--- src/rtl/vga_pkg.sv ---
// rtl/vga_pkg.sv - shared timing constants and phase type for the VGA raster generator
// Contents: default 800x600@56Hz timing, derived line/frame totals, axis phase enum.
package vga_pkg;

  localparam int DEF_H_ACTIVE = 800;
  localparam int DEF_H_FP     = 24;
  localparam int DEF_H_SYNC   = 72;
  localparam int DEF_H_BP     = 128;
  localparam int DEF_V_ACTIVE = 600;
  localparam int DEF_V_FP     = 1;
  localparam int DEF_V_SYNC   = 2;
  localparam int DEF_V_BP     = 22;

  localparam int H_TOTAL = DEF_H_ACTIVE + DEF_H_FP + DEF_H_SYNC + DEF_H_BP;
  localparam int V_TOTAL = DEF_V_ACTIVE + DEF_V_FP + DEF_V_SYNC + DEF_V_BP;

  typedef enum logic [1:0] {
    PH_ACTIVE,
    PH_FP,
    PH_SYNC,
    PH_BP
  } vga_phase_e;

endpackage

--- src/rtl/vga_axis_counter.sv ---
// rtl/vga_axis_counter.sv - one raster axis: position counter plus ACTIVE/FP/SYNC/BP phase FSM
// Ports:
//   pixel_clk, rst_n : clock, synchronous active-low reset
//   adv              : advance enable (1 for horizontal, line-end for vertical)
//   count            : current position, 0..TOTAL-1
//   phase            : phase of the current position
//   wrap             : advancing from the last position this cycle
module vga_axis_counter
  import vga_pkg::*;
#(
  parameter int ACTIVE = DEF_H_ACTIVE,
  parameter int FP     = DEF_H_FP,
  parameter int SYNC   = DEF_H_SYNC,
  parameter int BP     = DEF_H_BP,
  parameter int W      = 11
) (
  input  logic         pixel_clk,
  input  logic         rst_n,
  input  logic         adv,
  output logic [W-1:0] count,
  output vga_phase_e   phase,
  output logic         wrap
);

  localparam int TOTAL = ACTIVE + FP + SYNC + BP;

  // Transitions fire on the last count of each phase so the registered
  // phase always matches the registered count.
  localparam logic [W-1:0] ACT_LAST  = W'(ACTIVE - 1);
  localparam logic [W-1:0] FP_LAST   = W'(ACTIVE + FP - 1);
  localparam logic [W-1:0] SYNC_LAST = W'(ACTIVE + FP + SYNC - 1);
  localparam logic [W-1:0] TOT_LAST  = W'(TOTAL - 1);

  logic [W-1:0] count_q, count_d;
  vga_phase_e   phase_q, phase_d;

  always_ff @(posedge pixel_clk) begin
    if (!rst_n) begin
      count_q <= '0;
      phase_q <= PH_ACTIVE;
    end else begin
      count_q <= count_d;
      phase_q <= phase_d;
    end
  end

  always_comb begin
    wrap    = adv && (count_q == TOT_LAST);
    count_d = count_q;
    phase_d = phase_q;
    if (adv) begin
      count_d = wrap ? '0 : count_q + W'(1);
      case (phase_q)
        PH_ACTIVE: if (count_q == ACT_LAST)  phase_d = PH_FP;
        PH_FP:     if (count_q == FP_LAST)   phase_d = PH_SYNC;
        PH_SYNC:   if (count_q == SYNC_LAST) phase_d = PH_BP;
        PH_BP:     if (wrap)                 phase_d = PH_ACTIVE;
        default:                             phase_d = PH_ACTIVE;
      endcase
    end
  end

  assign count = count_q;
  assign phase = phase_q;

endmodule

--- src/rtl/vga_timing_gen.sv ---
// rtl/vga_timing_gen.sv - 800x600 raster timing generator with registered colour/sync output stage
// Ports:
//   pixel_clk, rst_n             : pixel clock, synchronous active-low reset
//   red_in, green_in, blue_in    : render colour for the current h_coord/v_coord
//   test_en                      : select colour-bar pattern (only with VGA_TEST_PATTERN_EN)
//   h_coord, v_coord, display_on : raster position and active-area flag
//   line_start, frame_start      : markers at h_coord==0 / (0,0)
//   hsync, vsync, vga_r/g/b      : registered outputs, 1-cycle latency from coordinates
// Optional macro: VGA_TEST_PATTERN_EN enables the 8-bar colour pattern.
module vga_timing_gen
  import vga_pkg::*;
#(
  parameter int H_ACTIVE = DEF_H_ACTIVE,
  parameter int H_FP     = DEF_H_FP,
  parameter int H_SYNC   = DEF_H_SYNC,
  parameter int H_BP     = DEF_H_BP,
  parameter int V_ACTIVE = DEF_V_ACTIVE,
  parameter int V_FP     = DEF_V_FP,
  parameter int V_SYNC   = DEF_V_SYNC,
  parameter int V_BP     = DEF_V_BP,
  parameter bit SYNC_POL = 1'b1
) (
  input  logic        pixel_clk,
  input  logic        rst_n,
  input  logic [3:0]  red_in,
  input  logic [3:0]  green_in,
  input  logic [3:0]  blue_in,
  input  logic        test_en,
  output logic [10:0] h_coord,
  output logic [9:0]  v_coord,
  output logic        display_on,
  output logic        line_start,
  output logic        frame_start,
  output logic        hsync,
  output logic        vsync,
  output logic [3:0]  vga_r,
  output logic [3:0]  vga_g,
  output logic [3:0]  vga_b
);

  vga_phase_e h_phase, v_phase;
  logic       h_wrap;
  logic       v_wrap_unused;

  vga_axis_counter #(
    .ACTIVE(H_ACTIVE), .FP(H_FP), .SYNC(H_SYNC), .BP(H_BP), .W(11)
  ) u_h_axis (
    .pixel_clk(pixel_clk),
    .rst_n    (rst_n),
    .adv      (1'b1),
    .count    (h_coord),
    .phase    (h_phase),
    .wrap     (h_wrap)
  );

  vga_axis_counter #(
    .ACTIVE(V_ACTIVE), .FP(V_FP), .SYNC(V_SYNC), .BP(V_BP), .W(10)
  ) u_v_axis (
    .pixel_clk(pixel_clk),
    .rst_n    (rst_n),
    .adv      (h_wrap),
    .count    (v_coord),
    .phase    (v_phase),
    .wrap     (v_wrap_unused)
  );

  assign display_on  = (h_phase == PH_ACTIVE) && (v_phase == PH_ACTIVE);
  assign line_start  = (h_coord == 11'd0);
  assign frame_start = (h_coord == 11'd0) && (v_coord == 10'd0);

  logic [3:0] src_r, src_g, src_b;

`ifdef VGA_TEST_PATTERN_EN
  // Bar index = h_coord/100 via a comparator chain instead of a divider.
  logic [2:0] bar;
  always_comb begin
    bar = 3'd0;
    for (int k = 1; k < 8; k++) begin
      if (h_coord >= 11'(k * 100)) bar = 3'(k);
    end
  end

  always_comb begin
    src_r = red_in;
    src_g = green_in;
    src_b = blue_in;
    if (test_en) begin
      src_r = {4{bar[0]}};
      src_g = {4{bar[1]}};
      src_b = {4{bar[2]}};
    end
  end
`else
  logic test_en_unused;
  assign test_en_unused = test_en;
  assign src_r = red_in;
  assign src_g = green_in;
  assign src_b = blue_in;
`endif

  logic       hsync_q, hsync_d, vsync_q, vsync_d;
  logic [3:0] vga_r_q, vga_r_d, vga_g_q, vga_g_d, vga_b_q, vga_b_d;

  always_comb begin
    hsync_d = (h_phase == PH_SYNC) ? SYNC_POL : ~SYNC_POL;
    vsync_d = (v_phase == PH_SYNC) ? SYNC_POL : ~SYNC_POL;
    vga_r_d = display_on ? src_r : 4'h0;
    vga_g_d = display_on ? src_g : 4'h0;
    vga_b_d = display_on ? src_b : 4'h0;
  end

  // Colour and sync share this one stage so they leave the chip aligned.
  always_ff @(posedge pixel_clk) begin
    if (!rst_n) begin
      hsync_q <= ~SYNC_POL;
      vsync_q <= ~SYNC_POL;
      vga_r_q <= 4'h0;
      vga_g_q <= 4'h0;
      vga_b_q <= 4'h0;
    end else begin
      hsync_q <= hsync_d;
      vsync_q <= vsync_d;
      vga_r_q <= vga_r_d;
      vga_g_q <= vga_g_d;
      vga_b_q <= vga_b_d;
    end
  end

  assign hsync = hsync_q;
  assign vsync = vsync_q;
  assign vga_r = vga_r_q;
  assign vga_g = vga_g_q;
  assign vga_b = vga_b_q;

endmodule
--- config.mk ---
export PLATFORM = sky130hd
export DESIGN_NAME = vga_timing_gen
export DESIGN_NICKNAME = d
export VERILOG_FILES = /design/src/rtl/vga_pkg.sv /design/src/rtl/vga_axis_counter.sv /design/src/rtl/vga_timing_gen.sv
export SDC_FILE = /design/constraint.sdc
export NUM_CORES = 1
export LEC_CHECK = 0
export BUFFER_PORTS_ARGS = -buffer_cell sky130_fd_sc_hd__buf_2
export CORE_AREA = 3 3 62 64
export CTS_CLUSTER_SIZE = 14
export DETAILED_ROUTE_END_ITERATION = 12
export DIE_AREA = 0 0 65 67
export PLACE_DENSITY = 0.9
export SYNTH_ARGS = -nofsm -noshare
export SYNTH_HDL_FRONTEND = slang
export SYNTH_SLANG_ARGS = --single-unit
export TNS_END_PERCENT = 30
--- constraint.sdc ---
create_clock -name pixel_clk -period 4.6 [get_ports pixel_clk]
set_input_delay 0.92 -clock pixel_clk [delete_from_list [all_inputs] [get_ports pixel_clk]]
set_output_delay 0.92 -clock pixel_clk [all_outputs]
set_load 0.01 [all_outputs]
==> results.md <==
* Routed Antenna Nets at 0
* Top cells by area, synth: dfxtp_1 (43%), ha_1 (9.0%), and2_1 (5.5%)
* R2R Path Start: u_h_axis.count[0]$_SDFF_PP0_
* GP Congestion at between 0.8 and 0.9
* Post-synthesis simple-gate area fraction at 28.39%
* Max incr delay on CP at 0.38 ns
* Critical Path RT at 3.68 ns
* # Max-Cap Violations at 0
* Root buffer cell: clkbuf_4
* Nets@finish at around 280
* Reg-to-reg slack, setup at approximately 2.4 ns
* Final setup viols at 0
* CP Class: flop to output port
* NetSw at approximately 0.14 mW
* R2R cell count at 6
* Xor and xnor fraction of the mapped netlist area at 7.236%
* CP max stage cell: dfxtp_1
* Netlist cell types at 41
* Critical Path End Type: output port
* Clock Tree Buf Depth at 2
* Vias at 1526
* Hold buffers post-CTS at 0
* Minimum clock period at 2.733 ns
* Final WL at 3929 µm
* Sw Ratio at between 20% and 30%
* Multiplexer share of the synthesized area at 1.103%
* Core area at 3337 µm²
* Register bit total from synthesis at 39
* Clock Skew at 0.01084 ns
* Syn Nets at 223
* Adder-Cell Fraction of Synth Area at 8.959%
* Peak Freq at 366.0 MHz
* Worst-Margin Slew at 0.5972 ns
* Htree depth at 2
* Crit path to: frame_start
* All-Layer GR Usage at around a fifth
* Comb pwr share at 6.2%
* Die Wd at between 60 and 70 µm
* Port bufs at 51
* Avg WL per Cell at 13.36 µm
* Hold WC Path Type: flop to flop
* Setup TNS at 0 ns
* Worst r2r dst: u_v_axis.phase[1]$_SDFFE_PN0P_
* Mapped Cells at 195
* Slew HR at 59.88%
* Clock power share at 38.7%
* First-pass GRT wire length at 6389 µm
* CTS tree: built
* Detailed Place HPWL at 2835 µm
* Cell Int Power at 0.4923 mW
* Compound-Gate Fraction of Synth Area at around 7.5%
* # diodes at 0
* Avg Cell Area, Syn at between 9 and 10 µm²
* CTS buffer count at 5
* Max VDD drop at 0.2186 mV
* Period utilization at 59.40%
* Sequential fraction of the synthesis area at between 40% and 50%
* Post-CTS setup buffers at 0
* Area Overhead vs Synth at 20.47%
* Status: finished clean
* Critical Path Start: u_v_axis.count[0]$_SDFFE_PN0N_
* Clock latency on the worst-skew pair at 0.36 ns
* Io pins at 53
* Synth warnings at 0
* Drt drc at 0
* P_leak at 0.9777 nW
* Post-Synthesis Cell Area at roughly 1800 µm²
* Post-synth top area share at between 40% and 50%
* Antenna violations before repair at 0
* Synth area leader: dfxtp_1
* Largest family of logic cells by synthesized area: simple AND/OR/NAND/NOR gates
* WP data arrival at 1.81 ns
* CTS resizes at 0
* Worst hold slack at between 0.4 and 0.5 ns
* Clock sinks at 39
* Crit-path max FO at 5
* Final Max Tran Viols at 0
* Vias in the first global route at 1420
* Via-to-Cell Ratio at 5.190
* Top delay family on crit path: simple AND/OR/NAND/NOR gates
* Row Count at 21
* Unrepaired setup endpoints after global routing: false
* DR iter-0 viols at 83
* Pwr per Cell Area at around 290 nW/µm²
* Die height at 67 µm
* WP buf/inv at 2
* Largest net degree at the start of global routing at 17
* Die area at between 4000 and 5000 µm²
* Post-route cell area at 2187 µm²
* GR Overflow Total at 0
* Worst-path clk slew at between 0.1 and 0.15 ns
* Setup crit start kind: flop
* Initial Utilization at 54.41%
* Post-place instance area at 2101 µm²
* Crit-path cells: inv_1 > ha_1 > nand2b_1 > nor4_1 > and3_1 > buf_2
* Final hold violations at 0
* Stages on the worst setup path at 6
* Reg power frac at between 50% and 60%
* Fraction of layout cells with a size suffix above 1 at 27.42%
* DRT Pass-1 Iters at 4
cell type report:
| type | count | area (µm²) |
|---|---|---|
| clock buffers | 6 | 51.30 |
| clock inverters | 2 | 35.03 |
| fillers | 297 | 1150 |
| inverters | 11 | 41.29 |
| multi-input cells | 139 | 965.9 |
| flip-flops and latches | 39 | 780.7 |
| well taps | 46 | 57.56 |
| repair buffers | 51 | 255.2 |
logic make-up (layout without fill, tap and decap cells):
family,Yosys count,count (layout)
buffers and inverters,17,70
xor gates and xnor gates,15,15
and+or+nand+nor,91,91
DFF,39,39
muxes,2,2
AOI/OAI and AO/OA,18,18
adders and majority gates,13,13
power by group through the flow:
stage	sequential (mW)	clock, mW	combinational (mW)
4_1_cts	0.350	0.248	0.0400
5_1_grt	0.351	0.260	0.0432
3_3_place_gp	0.358	0	0.0381
3_5_place_dp	0.358	0	0.0394
2_1_floorplan	0.361	0	0.0171
6_report	0.350	0.245	0.0392
worst min-delay path by stage:
stage,cells after the start,to,slack (ns),start
after floorplan,2,u_h_axis.phase[1]$_SDFFE_PN0P_,0.47,u_h_axis.phase[1]$_SDFFE_PN0P_
after global placement,1,u_h_axis.count[0]$_SDFF_PP0_,0.48,u_h_axis.count[0]$_SDFF_PP0_
after detailed placement,1,u_h_axis.count[10]$_SDFF_PP0_,0.48,u_h_axis.count[10]$_SDFF_PP0_
after CTS,1,u_h_axis.count[10]$_SDFF_PP0_,0.50,u_h_axis.count[10]$_SDFF_PP0_
after global routing,1,u_h_axis.count[10]$_SDFF_PP0_,0.52,u_h_axis.count[10]$_SDFF_PP0_
final,1,u_h_axis.count[10]$_SDFF_PP0_,0.50,u_h_axis.count[10]$_SDFF_PP0_
flip-flops by register name, indices dropped and copies added (netlist names):
| register | count |
|---|---|
| u_v_axis.phase | 2 |
| vsync | 1 |
| u_h_axis.count | 11 |
| vga_r | 4 |
| hsync | 1 |
| vga_b | 4 |
| u_v_axis.count | 10 |
| u_h_axis.phase | 2 |
| vga_g | 4 |
worst reg2reg max path, stage by stage (launching register included):
cell and delay (ns):
dfxtp_1 0.43, ha_1 0.31, nand4_4 0.20, nor3_1 0.52
o21ai_1 0.12, and4b_1 0.33, mux2i_1 0.19
cell usage in the layout, fill, tap and decap left out, types with 3 or more instances in the layout:
master | Yosys | routed
xnor2_1 | 8 | 8
nand3_1 | 9 | 9
clkbuf_4 | 0 | 5
dfxtp_1 | 39 | 39
o21ai_0 | 3 | 3
and2_1 | 16 | 16
nand4_1 | 4 | 4
nor2_1 | 19 | 19
nand2_1 | 14 | 14
a21boi_0 | 3 | 3
xor2_1 | 7 | 7
ha_1 | 13 | 13
and3_1 | 3 | 3
buf_2 | 4 | 51
inv_1 | 11 | 11
nor4_1 | 8 | 8
through the flow:
| step | setup WS (ns) | total power [mW] | instances | util [%] |
|---|---|---|---|---|
| floorplan | 2.412 | 0.3778 | 195 | - |
| finish | 1.867 | 0.6346 | 294 | 65.54 |
| CTS | 1.856 | 0.6383 | 294 | 65.54 |
| detailed placement | 2.364 | 0.3974 | 286 | 62.95 |
| global route | 1.681 | 0.6551 | 294 | 65.54 |
| global placement | 2.381 | 0.3957 | 286 | 62.95 |
routing by layer:
layer | vias to the layer above | part of all wire (%) | wire (µm) | global-route usage (%)
li1 | 770 | - | - | -
met2 | 38 | 51 | 1989 | 32.31
met4 | 0 | 2.4 | 95 | 8.707
met3 | 11 | 4.8 | 190 | 6.071
met5 | - | 0 | 0 | 0
met1 | 707 | 42 | 1653 | 22.33
Yosys cell counts, drive strengths merged:
library cell / n
dfxtp: 39
nor2: 19
and2: 16
nand2: 14
ha: 13
inv: 11
nand3: 10
nor4: 8
xnor2: 8
xor2: 7
o21ai: 6
nand4: 5
and3: 4
buf: 4
a21boi: 3
nand3b: 3
or3: 3
and4b: 2
clkbuf: 2
mux2i: 2
nor2b: 2
nor3: 2
o311a: 2
a21oi: 1
a22o: 1
a31oi: 1
a41o: 1
and4: 1
nand2b: 1
nor4b: 1
o211a: 1
o31ai: 1
o32a: 1
Note: power is estimated with default switching activity, not from simulation.
